--- src/rtl/boot_loader.sv ---
`default_nettype none
// ============================================================================
// Module      : boot_loader
// Description : Loads a length-prefixed, XOR-checksummed byte image into main
//               memory as little-endian words and holds the core in reset
//               until the image has been verified.
// Revision    : 1.0 - initial release
// ============================================================================
module boot_loader #(
    parameter int          ADDR_WIDTH = 32,
    parameter logic [31:0] BASE_ADDR  = 32'h200,
    parameter int          MAX_WORDS  = 1024
) (
    input  logic                  clk,
    input  logic                  reset,
    input  logic                  in_valid,
    input  logic [7:0]            in_data,
    output logic                  in_ready,
    output logic                  mem_we,
    output logic [ADDR_WIDTH-1:0] mem_addr,
    output logic [31:0]           mem_wdata,
    output logic                  core_reset,
    output logic                  done,
    output logic                  error,
    output logic [ADDR_WIDTH-1:0] words_loaded
);

    localparam logic [2:0] c_LEN   = 3'd0;
    localparam logic [2:0] c_DATA  = 3'd1;
    localparam logic [2:0] c_CHECK = 3'd2;
    localparam logic [2:0] c_DONE  = 3'd3;
    localparam logic [2:0] c_ERROR = 3'd4;

    localparam logic [31:0] c_MAX_WORDS = 32'(MAX_WORDS);

    logic [2:0]            r_state;
    logic [1:0]            r_byte_cnt;
    logic [31:0]           r_len;
    logic [31:0]           r_word;
    logic [7:0]            r_csum;
    logic                  r_mem_we;
    logic [ADDR_WIDTH-1:0] r_mem_addr;
    logic [31:0]           r_mem_wdata;
    logic [ADDR_WIDTH-1:0] r_words_loaded;

    logic                  w_accept;
    logic [31:0]           w_len_next;
    logic [31:0]           w_word_next;
    logic                  w_last_word;

    assign in_ready = !reset && (r_state == c_LEN || r_state == c_DATA || r_state == c_CHECK);
    assign w_accept = in_valid && in_ready;

    // Bytes enter at the top and shift down, so the first byte ends in [7:0].
    assign w_len_next  = {in_data, r_len[31:8]};
    assign w_word_next = {in_data, r_word[31:8]};
    assign w_last_word = (32'(r_words_loaded) + 32'd1) == r_len;

    always_ff @(posedge clk) begin
        if (reset) begin
            r_state        <= c_LEN;
            r_byte_cnt     <= 2'd0;
            r_len          <= 32'd0;
            r_word         <= 32'd0;
            r_csum         <= 8'd0;
            r_mem_we       <= 1'b0;
            r_mem_addr     <= '0;
            r_mem_wdata    <= 32'd0;
            r_words_loaded <= '0;
        end else begin
            r_mem_we <= 1'b0;
            if (w_accept) begin
                case (r_state)
                    c_LEN: begin
                        r_len      <= w_len_next;
                        r_byte_cnt <= r_byte_cnt + 2'd1;
                        if (r_byte_cnt == 2'd3) begin
                            if (w_len_next == 32'd0)
                                r_state <= c_CHECK;
                            else if (w_len_next > c_MAX_WORDS)
                                r_state <= c_ERROR;
                            else
                                r_state <= c_DATA;
                        end
                    end
                    c_DATA: begin
                        r_word     <= w_word_next;
                        r_csum     <= r_csum ^ in_data;
                        r_byte_cnt <= r_byte_cnt + 2'd1;
                        if (r_byte_cnt == 2'd3) begin
                            // Word index equals the count written so far.
                            r_mem_we       <= 1'b1;
                            r_mem_addr     <= ADDR_WIDTH'(BASE_ADDR) + (r_words_loaded << 2);
                            r_mem_wdata    <= w_word_next;
                            r_words_loaded <= r_words_loaded + 1'b1;
                            if (w_last_word)
                                r_state <= c_CHECK;
                        end
                    end
                    c_CHECK: begin
                        r_state <= (in_data == r_csum) ? c_DONE : c_ERROR;
                    end
                    default: begin
                        r_state <= r_state;
                    end
                endcase
            end
        end
    end

    assign mem_we       = r_mem_we;
    assign mem_addr     = r_mem_addr;
    assign mem_wdata    = r_mem_wdata;
    assign words_loaded = r_words_loaded;
    assign done         = (r_state == c_DONE);
    assign error        = (r_state == c_ERROR);
    assign core_reset   = (r_state != c_DONE);

endmodule
`default_nettype wire
--- config.mk ---
export PLATFORM = sky130hd
export DESIGN_NAME = boot_loader
export DESIGN_NICKNAME = d
export VERILOG_FILES = /design/src/rtl/boot_loader.sv
export SDC_FILE = /design/constraint.sdc
export NUM_CORES = 1
export LEC_CHECK = 0
export CAP_MARGIN = 20
export CORE_MARGIN = 10
export CORE_UTILIZATION = 54
export CTS_CLUSTER_SIZE = 20
export DETAILED_ROUTE_END_ITERATION = 7
export GPL_ROUTABILITY_DRIVEN = 0
export GPL_TIMING_DRIVEN = 0
export PLACE_DENSITY_LB_ADDON = 0.25
export SKIP_LAST_GASP = 1
export SLEW_MARGIN = 40
export SYNTH_ARGS = -nofsm -noshare
export SYNTH_HDL_FRONTEND = slang
export SYNTH_SLANG_ARGS = --single-unit
--- constraint.sdc ---
create_clock -name clk -period 3.25 [get_ports clk]
set_input_delay 0.975 -clock clk [delete_from_list [all_inputs] [get_ports clk]]
set_output_delay 0.975 -clock clk [all_outputs]
set_load 0.005 [all_outputs]
==> flow_summary.toml <==
[logic_synthesis]
netlist_area_mm2 = 0.007525
synth.avg_cell_area_um2 = 7.830
synthFlopType = "dfxtp_1"
synth-edff-count = 0
synth_seq_cells = 164
yosysTopAreaCellShare_pct = 43.63
yosysSeqAreaShare_pct = 43.63
ys_types = 53
netlist_top_cells_area = "dfxtp_1 (44%), nand2_1 (12%), a21oi_1 (7.6%), xnor2_1 (5.9%), xor2_1 (5.7%)"
syn_inst = 961
yosys_warnings = 0
synth_top_area_cell = "dfxtp_1"
async_reset_ff_share_pct = 0

[route]
first_pass_iters = 5
vias_per_cell = 5.614
drt_iter0_markers = 648
vias = 7192
drc_errors = 0
wl_um = 21580
ant_nets = 0
routedWlPerCell_um = 16.85

[clock_tree]
cts_buffer_depth = 2
cts_hold_buf = 0
cts_tree = "yes"
insertion_delay_ns = 0.43
clock-root-buffer = "clkbuf_16"
clkSinkCount = 164
cts.clk_slew.worst_paths_ns = 0.06
numCtsBuffers = 17
h-tree-depth = 4

[final_layout]
antenna_cells = 0
postLayoutCellArea_mm2 = 0.009470
final_cell_mix = "nand2_1 (241), dfxtp_1 (163), a21oi_1 (114)"
final_cells = 1281
layout_commonest_cell = "nand2_1"
drive_above_1_share_pct = 5.631
final_net_count = 1105
area_growth_pct = 25.86

[power]
peakVddDrop_v = 0.0002773
power_density_mw_per_mm2 = 444.0
p_leak_nw = 3.149

[place]
place_inst = 1250
io_buffers = 108
place_hpwl_um = 15880
placed_cell_area_mm2 = 0.008835

[die]
ios = 112
die_area_mm2 = 0.01906
initial_utilization_pct = 54.63
coreArea_mm2 = 0.01377
die_x_um = 138.0
fp.dieH_um = 138.0
floorplan.rows = 43

[run]
cap_violations = 0

[global_routing]
grt_usage_pct = 21.30
grt_pass1_wl_um = 34240
globalRouteOverflowTotal = 0
antenna_found_initial = 0
grt_pass1_vias = 6662
grt_max_degree = 17

[critical_path]
worstSetupPathType = "in -> out"
worst-path-max-fanout = 10
worst_setup_path_start_kind = "input port"
cp_cell_sequence = "clkbuf_1 -> clkbuf_2 -> a211oi_1 -> clkdlybuf4s50_1"
r2r_slack_ns = 0.12
crit_required_ns = 2.27
cpPeakStageDelay_ns = 0.55
worst-endpoint-arrival_ns = 2.21
end_kind = "output pin"
cpMaxStageDelayCell = "clkdlybuf4s50_1"

[timing]
period_share_pct = 98.03
fin_skew_ns = 0.005806
fmax_mhz = 313.9
period_needed_ns = 3.186
finalSetupViolCount = 0
finalMaxSlewViolations = 0
hold_viol_final = 0
tightest_slew_ns = 0.6896
rsz0062_at_grt = "yes"
slew_headroom_pct = 54.03

[worst_hold_path]
hp-class = "reg -> reg"

[status]
status = "complete, no violations"
## report_power, final
| part | switching [W] | internal [W] | total, W |
|---|---|---|---|
| registers | 0.0000131 | 0.00202 | 0.00203 |
| clock network | 0.000799 | 0.00122 | 0.00202 |
| logic | 0.000101 | 0.0000518 | 0.000152 |
## stage by stage
step / setup slack (ns) / total power, W / TNS (ns) / utilization, % / hold slack [ns]
floorplan: 0.4402 / 0.002167 / 0 / - / 0.4321
global placement: -0.9882 / 0.002222 / -64.26 / 64.14 / 0.4419
detailed placement: -1.021 / 0.002223 / -67.22 / 64.14 / 0.4469
CTS: 0.007511 / 0.004203 / 0 / 68.43 / 0.4542
global route: -0.03725 / 0.004297 / -0.04824 / 68.76 / 0.4723
finish: 0.06417 / 0.004205 / 0 / 68.76 / 0.4519
## critical path, delay by kind of cell
| family | cells | cell delay, ns |
|---|---|---|
| buffers and inverters | 3 | 0.98 |
| AOI/OAI and AO/OA | 1 | 0.26 |
## metal layers
metal / wire, µm / vias up / global-route usage [%]
li1: - / 3496 / -
met1: 9728 / 3361 / 27.76
met2: 9683 / 293 / 32.63
met3: 1663 / 42 / 6.233
met4: 504 / 0 / 7.714
met5: 0 / - / 0
## cell type report
| type | instances | area, µm² |
|---|---|---|
| Fill cell | 1217 | 4303 |
| Multi-Input combinational cell | 712 | 3918 |
| Sequential cell | 164 | 3284 |
| Timing Repair Buffer | 110 | 1096 |
| Clock buffer | 21 | 450.4 |
| Buffer | 79 | 341.6 |
| Tap cell | 180 | 225.2 |
| Clock inverter | 8 | 128.9 |
| Inverter | 7 | 26.28 |
## registers in the layout (all words and copies together), names as in the netlist
| name | cells |
|---|---|
| r_csum | 8 |
| r_state | 3 |
| mem_wdata | 32 |
| words_loaded | 32 |
| mem_addr | 30 |
| r_word | 24 |
| r_byte_cnt | 2 |
| mem_we | 1 |
| r_len | 32 |
## synthesized netlist by cell type, drive strengths merged (2+ instances only)
master and number:
or3 13, o21a 2, and4 3, nor2 74, a211oi 24, dfxtp 164
and2 5, a21oi 114, ha 3, o211ai 2, inv 7, a211o 2
nand3 26, nor4 18, xor2 49, nand2 241, nor2b 2, nor3 15
or4 3, buf 17, nand2b 2, clkbuf 62, o21ai 16, a31oi 6
o31ai 2, nor3b 2, xnor2 51, nand4 16, mux2i 2, and3 2
## logic make-up (layout without fill, tap and decap cells)
logic type / count (synthesis) / count (layout) / synth area share [%]
mux: 3 / 3 / 0.5653
xor+xnor: 100 / 100 / 11.64
simple gates: 425 / 425 / 25.16
fa+ha+maj: 3 / 3 / 0.4989
compound gates: 179 / 179 / 13.65
other cells: 1 / 2 / 0.04984
buf+inv: 86 / 225 / 4.805
flops: 164 / 164 / 43.63
## repair_timing
action | 4_1_cts | 5_1_grt
pin swaps | 0 | 2
gates resized for setup | 5 | 7
buffers inserted | 0 | 2
endpoints found under the setup margin | 81 | 63
## final timing paths
| check | cells past startpoint | startpoint | to |
|---|---|---|---|
| setup reg to reg | 10 | words_loaded[1] | r_state[0] |
| hold reg to reg | 2 | mem_wdata[5] | mem_wdata[5] |
| hold / removal | 2 | mem_wdata[5] | mem_wdata[5] |
| setup / recovery | 4 | reset | in_ready |
Note: power is estimated with default switching activity, not from simulation.
